===== config.mk =====
export PLATFORM = sky130hd
export DESIGN_NAME = fifo_param_flat
export DESIGN_NICKNAME = d
export VERILOG_FILES = /design/src/rtl/fifo_param_if.sv /design/src/rtl/fifo_param.sv /design/src/flat_wrapper.sv
export SDC_FILE = /design/constraint.sdc
export NUM_CORES = 1
export LEC_CHECK = 0
export CELL_PAD_IN_SITES_DETAIL_PLACEMENT = 0
export CELL_PAD_IN_SITES_GLOBAL_PLACEMENT = 1
export CORE_MARGIN = 2
export CORE_UTILIZATION = 40
export DETAILED_ROUTE_END_ITERATION = 12
export HOLD_SLACK_MARGIN = 0.03
export PLACE_DENSITY = 0.68
export SLEW_MARGIN = 0
export SYNTH_ARGS = -nofsm -noshare
export SYNTH_HDL_FRONTEND = slang
export SYNTH_SLANG_ARGS = --single-unit

===== constraint.sdc =====
create_clock -name CLOCK -period 7.9 [get_ports CLOCK]
set_input_delay 1.58 -clock CLOCK [delete_from_list [all_inputs] [get_ports CLOCK]]
set_output_delay 1.58 -clock CLOCK [all_outputs]
set_load 0.01 [all_outputs]

===== src/rtl/fifo_param_if.sv =====
// fifo_param_if: data/handshake bundle between a FIFO and its producer/consumer.
//   master : drives WRITE, DATA_IN, READ; observes data, flags, count, errors
//   slave  : the FIFO side; drives DATA_OUT, F_*_N flags, USE_DW, OVF, UDF
interface fifo_param_if #(
    parameter int WIDTH = 8,
    parameter int DEPTH = 32
);
    localparam int CW = $clog2(DEPTH) + 1;

    logic             WRITE;
    logic [WIDTH-1:0] DATA_IN;
    logic             READ;
    logic [WIDTH-1:0] DATA_OUT;
    logic             F_FULL_N;
    logic             F_EMPTY_N;
    logic             F_AFULL_N;
    logic             F_AEMPTY_N;
    logic [CW-1:0]    USE_DW;
    logic             OVF;
    logic             UDF;

    modport master (
        output WRITE, DATA_IN, READ,
        input  DATA_OUT, F_FULL_N, F_EMPTY_N, F_AFULL_N, F_AEMPTY_N,
               USE_DW, OVF, UDF
    );

    modport slave (
        input  WRITE, DATA_IN, READ,
        output DATA_OUT, F_FULL_N, F_EMPTY_N, F_AFULL_N, F_AEMPTY_N,
               USE_DW, OVF, UDF
    );
endinterface


===== src/rtl/fifo_param.sv =====
// fifo_param: parametrised single-clock FIFO with almost-full/almost-empty
// thresholds, simultaneous read+write when full, and sticky OVF/UDF flags.
//   CLOCK    rising-edge clock
//   RESET_N  synchronous reset, active low
//   CLEAR_N  synchronous flush, active low (same effect as reset)
//   fifo     slave side of fifo_param_if: WRITE/DATA_IN/READ in;
//            registered DATA_OUT, F_FULL_N, F_EMPTY_N, F_AFULL_N,
//            F_AEMPTY_N, USE_DW, OVF, UDF out
module fifo_param #(
    parameter int WIDTH  = 8,
    parameter int DEPTH  = 32,
    parameter int AF_LVL = 28,
    parameter int AE_LVL = 4
) (
    input  logic          CLOCK,
    input  logic          RESET_N,
    input  logic          CLEAR_N,
    fifo_param_if.slave   fifo
);
    localparam int CW = $clog2(DEPTH) + 1;
    localparam int AW = $clog2(DEPTH);

    typedef enum logic [1:0] {EMPTY, PARTIAL, FULL} state_t;

    state_t           state;
    logic [WIDTH-1:0] mem [DEPTH];
    logic [AW-1:0]    rd_ptr;
    logic [AW-1:0]    wr_ptr;
    logic [CW-1:0]    count;
    logic [CW-1:0]    count_nxt;
    logic             wr_acc;
    logic             rd_acc;
    logic             flush;

    assign flush = !RESET_N || !CLEAR_N;

    // Acceptance depends only on the current state: on EMPTY a read is
    // ignored even alongside a write; on FULL a write needs a paired read.
    always_comb begin
        wr_acc = 1'b0;
        rd_acc = 1'b0;
        unique case (state)
            EMPTY: begin
                wr_acc = fifo.WRITE;
            end
            PARTIAL: begin
                wr_acc = fifo.WRITE;
                rd_acc = fifo.READ;
            end
            FULL: begin
                rd_acc = fifo.READ;
                wr_acc = fifo.WRITE && fifo.READ;
            end
            default: begin
                wr_acc = 1'b0;
                rd_acc = 1'b0;
            end
        endcase
        count_nxt = count + {{(CW-1){1'b0}}, wr_acc} - {{(CW-1){1'b0}}, rd_acc};
    end

    // Storage is never cleared; only pointers and count are reset.
    always_ff @(posedge CLOCK) begin
        if (!flush && wr_acc) begin
            mem[wr_ptr] <= fifo.DATA_IN;
        end
    end

    always_ff @(posedge CLOCK) begin
        if (flush) begin
            state           <= EMPTY;
            rd_ptr          <= '0;
            wr_ptr          <= '0;
            count           <= '0;
            fifo.DATA_OUT   <= '0;
            fifo.F_FULL_N   <= 1'b1;
            fifo.F_EMPTY_N  <= 1'b0;
            fifo.F_AFULL_N  <= 1'b1;
            fifo.F_AEMPTY_N <= 1'b0;
            fifo.OVF        <= 1'b0;
            fifo.UDF        <= 1'b0;
        end else begin
            if (wr_acc) begin
                wr_ptr <= wr_ptr + 1'b1;
            end
            // When FULL, rd_ptr==wr_ptr: the memory read sees the old word.
            if (rd_acc) begin
                fifo.DATA_OUT <= mem[rd_ptr];
                rd_ptr        <= rd_ptr + 1'b1;
            end

            count           <= count_nxt;
            fifo.F_FULL_N   <= (count_nxt != CW'(DEPTH));
            fifo.F_EMPTY_N  <= (count_nxt != '0);
            fifo.F_AFULL_N  <= !(count_nxt >= CW'(AF_LVL));
            fifo.F_AEMPTY_N <= !(count_nxt <= CW'(AE_LVL));

            if (state == EMPTY && fifo.READ) begin
                fifo.UDF <= 1'b1;
            end
            if (state == FULL && fifo.WRITE && !fifo.READ) begin
                fifo.OVF <= 1'b1;
            end

            if (count_nxt == '0) begin
                state <= EMPTY;
            end else if (count_nxt == CW'(DEPTH)) begin
                state <= FULL;
            end else begin
                state <= PARTIAL;
            end
        end
    end

    assign fifo.USE_DW = count;

endmodule


===== src/flat_wrapper.sv =====
// flat-port wrapper written by rule: the top's interface ports become plain ports
module fifo_param_flat 
#(
    parameter int WIDTH  = 8,
    parameter int DEPTH  = 32,
    parameter int AF_LVL = 28,
    parameter int AE_LVL = 4
)
  (CLOCK, RESET_N, CLEAR_N, fifo_WRITE, fifo_DATA_IN, fifo_READ, fifo_DATA_OUT, fifo_F_FULL_N, fifo_F_EMPTY_N, fifo_F_AFULL_N, fifo_F_AEMPTY_N, fifo_USE_DW, fifo_OVF, fifo_UDF);
  fifo_param_if #(.WIDTH(WIDTH), .DEPTH(DEPTH)) fifo_i ();
  input  logic CLOCK;
  input  logic RESET_N;
  input  logic CLEAR_N;
  input wire logic [$bits(fifo_i.WRITE)-1:0] fifo_WRITE;
  input wire logic [$bits(fifo_i.DATA_IN)-1:0] fifo_DATA_IN;
  input wire logic [$bits(fifo_i.READ)-1:0] fifo_READ;
  output wire logic [$bits(fifo_i.DATA_OUT)-1:0] fifo_DATA_OUT;
  output wire logic [$bits(fifo_i.F_FULL_N)-1:0] fifo_F_FULL_N;
  output wire logic [$bits(fifo_i.F_EMPTY_N)-1:0] fifo_F_EMPTY_N;
  output wire logic [$bits(fifo_i.F_AFULL_N)-1:0] fifo_F_AFULL_N;
  output wire logic [$bits(fifo_i.F_AEMPTY_N)-1:0] fifo_F_AEMPTY_N;
  output wire logic [$bits(fifo_i.USE_DW)-1:0] fifo_USE_DW;
  output wire logic [$bits(fifo_i.OVF)-1:0] fifo_OVF;
  output wire logic [$bits(fifo_i.UDF)-1:0] fifo_UDF;
  assign fifo_i.WRITE = fifo_WRITE;
  assign fifo_i.DATA_IN = fifo_DATA_IN;
  assign fifo_i.READ = fifo_READ;
  assign fifo_DATA_OUT = fifo_i.DATA_OUT;
  assign fifo_F_FULL_N = fifo_i.F_FULL_N;
  assign fifo_F_EMPTY_N = fifo_i.F_EMPTY_N;
  assign fifo_F_AFULL_N = fifo_i.F_AFULL_N;
  assign fifo_F_AEMPTY_N = fifo_i.F_AEMPTY_N;
  assign fifo_USE_DW = fifo_i.USE_DW;
  assign fifo_OVF = fifo_i.OVF;
  assign fifo_UDF = fifo_i.UDF;
  fifo_param #(.WIDTH(WIDTH), .DEPTH(DEPTH), .AF_LVL(AF_LVL), .AE_LVL(AE_LVL)) u_core (.CLOCK(CLOCK), .RESET_N(RESET_N), .CLEAR_N(CLEAR_N), .fifo(fifo_i));
endmodule

==> key figures <==
Drt
  • Detailed-route wire length: 24400 µm
  • Via-to-Cell Ratio: 5.37
  • Post-detailed-route DRC marker count: 0
  • Wire per inst: 22.9 µm
  • Vias: 5731
  • Antenna viol nets, final: 0
  • Number of iterations in the first detailed-routing pass: 4
  • 1st-iter DRT viols: 576

Clocking
  • Post-CTS Setup Bufs: 0
  • Total CTS buffers: 30
  • Clock latency on the worst-skew pair: 0.54 ns
  • Clock sinks: 288
  • Cts hold-fix bufs: 0
  • CTS root buf: clkbuf_16
  • Post-cts resize count: 0
  • Reg clk slew, reported paths: 0.06 ns
  • CTS Buffer Depth: 3
  • H-tree Lvls: 1
  • CTS tree: done

Run status
  • Run status: finished clean

Die
  • Starting Density: 0.408
  • Die height: 173 µm
  • Die Area: 29900 µm²
  • Core area: 27900 µm²
  • Row count: 61
  • # IOs: 33
  • Die width: 173 µm

Setup path
  • Worst Setup SP: fifo_READ
  • Nature of the critical path endpoint: flip-flop
  • Data arrival time of the critical path: 4.77 ns
  • Worst R2R Start: u_core.state[0]$_SDFF_PP0_
  • Worst Setup Path Type: input pin to flip-flop
  • Buf/Inv on CP: 3
  • Crit path max-delay family: simple AND/OR/NAND/NOR gates
  • Cell-by-cell trace of the critical path: clkdlybuf4s50_1 > and2_1 > ha_1 > inv_1 > ha_1 > inv_1 > fa_1 > nor2b_1 > o21a_1 > o21ai_0 > a2111oi_4 > or3b_1
  • Slowest CP cell: clkdlybuf4s50_1
  • WP data required: 8.31 ns
  • Max FO, Critical Path: 11
  • CP max stage delay: 0.52 ns
  • Critical Path Source Type: input pin

Yosys
  • Seq/Total Area, Yosys: 0.730
  • EDFF count, synth: 256
  • Mapped cell area: 11400 µm²
  • Ys flop type: edfxtp_1
  • Post-synthesis register bit count: 288
  • Synth Warn #: 0
  • Synth cell types: 43
  • Ys async rst share: 0
  • Cell count after synthesis: 629
  • Syn_area_per_cell: 18.1 µm²
  • Post-Syn Nets: 658

Cells and area
  • Share of cells above drive strength 1: 0.158
  • Number of diodes: 0
  • Most frequent cells in the layout: edfxtp_1, mux4_2, nor2_1, mux2i_1, clkdlybuf4s50_1
  • Commonest non-fill, non-tap cell in the layout: edfxtp_1
  • Final #Nets: 698
  • Layout area overhead: 14.9%

Global routing
  • Global-route wire length before repair: 37000 µm
  • Largest net degree at the start of global routing: 51
  • Initial antenna violation count: 0
  • Gr ovfl total: 0
  • Vias in the first global route: 5981
  • Gr usage total: 0.163

Timing
  • # setup viols final: 0
  • Setup TNS: 0 ns
  • Final Hold Viols: 0
  • Worst Skew: 0.0128 ns
  • Final cycle utilization of the critical path: 0.551
  • Slew Limit Fails: 0
  • RSZ-0062 raised after global routing: no
  • Max_slew headroom: 0.128
  • Worst slew pin tran: 1.30 ns
  • Hold Slack: 0.457 ns
  • F_max: 230 MHz
  • Final worst slack: 3.54 ns
  • Final Critical Period: 4.36 ns

Min path
  • Hold_sp: u_core.fifo.DATA_OUT[3]$_SDFFE_PP0P_
  • HP Class: flip-flop to flip-flop

Place
  • GPL Wtd Cong: 0.780
  • Pre-CTS setup slack: 3.02 ns
  • IO Port Bufs: 32
  • HPWL Detailed: 15100 µm

Power and ir drop
  • Switching share of power: 0.229
  • Int Power: 2.76 mW
  • Net Sw Power: 0.818 mW
  • Total leakage power: 4.02 nW
  • Sequential power share: 0.479
  • Total power: 3.58 mW
  • Max IR drop VDD: 0.162 mV
  • Pwr/cell area: 273 nW/µm²
  • Part of the power in the clock network: 0.398
  • Combinational share of power: 0.124

Flow run
  • Number of max-cap violations: 0
==> final cells by class <==
class	count	area, µm²
clock inverters	13	186
flip-flops and latches	288	8330
repair buffers	40	380
fillers	2366	14800
clock buffers	40	810
inverters	14	52.6
multi-input cells	295	2880
well taps	378	473
==> kinds of logic (layout without fill, tap and decap cells) <==
logic type,Yosys count,in the layout,synth area share
simple gates,109,109,0.0500
xor+xnor,12,12,0.00921
compound gates,75,75,0.0484
buf+inv,46,107,0.0185
mux,83,83,0.126
fa+ha+maj,16,16,0.0182
flops,288,288,0.730
==> worst paths after layout <==
| path | endpoint | slack, ns | depth (start not counted) |
|---|---|---|---|
| worst max-delay path | u_core.fifo.F_FULL_N$_SDFF_PP1_ | 3.54 | 12 |
| worst min register to register | u_core.fifo.DATA_OUT[3]$_SDFFE_PP0P_ | 0.46 | 2 |
| worst max register to register | u_core.fifo.F_FULL_N$_SDFF_PP1_ | 4.43 | 13 |
| worst min-delay path | u_core.fifo.DATA_OUT[3]$_SDFFE_PP0P_ | 0.46 | 2 |
==> per-stage QoR <==
stage / area, µm² / utilization / std cells
CTS: 13100 / 0.469 / 1068
floorplan: 11400 / - / 629
detailed placement: 12100 / 0.433 / 1015
finish: 13100 / 0.469 / 1068
global placement: 12100 / 0.433 / 1015
global route: 13100 / 0.469 / 1068
==> worst min-delay path, cell delays in order, from the launching register on <==
cell and delay, ns:
dfxtp_1 0.32, nand2_1 0.05, o21ai_0 0.05
==> flip-flops by register name (all words and copies together) (netlist names), 2 cells and up <==
| register | flops |
|---|---|
| u_core.wr_ptr | 5 |
| u_core.state | 2 |
| u_core.rd_ptr | 5 |
| u_core.fifo.DATA_OUT | 8 |
| u_core.mem | 256 |
| u_core.fifo.USE_DW | 6 |
==> power by group through the flow <==
stage	logic, mW	registers, mW	clock network [mW]
finish	0.442	1.71	1.42
global route	0.484	1.72	1.51
global placement	0.427	1.74	0
detailed placement	0.442	1.75	0
floorplan	0.312	1.74	0
CTS	0.444	1.71	1.45
==> cells in the mapped netlist (9+ instances only) <==
master      n  area, µm²
a211oi_1    9       67.6
a21oi_1    10       50.1
a22oi_1    14        105
and2_1     18        113
clkbuf_1   17       63.8
dfxtp_1    32        641
edfxtp_1  256       7690
ha_1       15        188
inv_1      14       52.6
mux2i_1    33        330
mux4_2     48       1080
nand2_1    20       75.1
nor2_1     33        124
o21ai_0     9       45.0
==> routing by layer <==
| metal | vias up | share of wire | track usage |
|---|---|---|---|
| met3 | 36 | 0.052 | 0.0312 |
| met1 | 2956 | 0.43 | 0.219 |
| met4 | 0 | 0.021 | 0.0463 |
| li1 | 2591 | - | - |
| met2 | 148 | 0.50 | 0.271 |
| met5 | - | 0 | 0 |
Note: power is estimated with default switching activity, not from simulation.
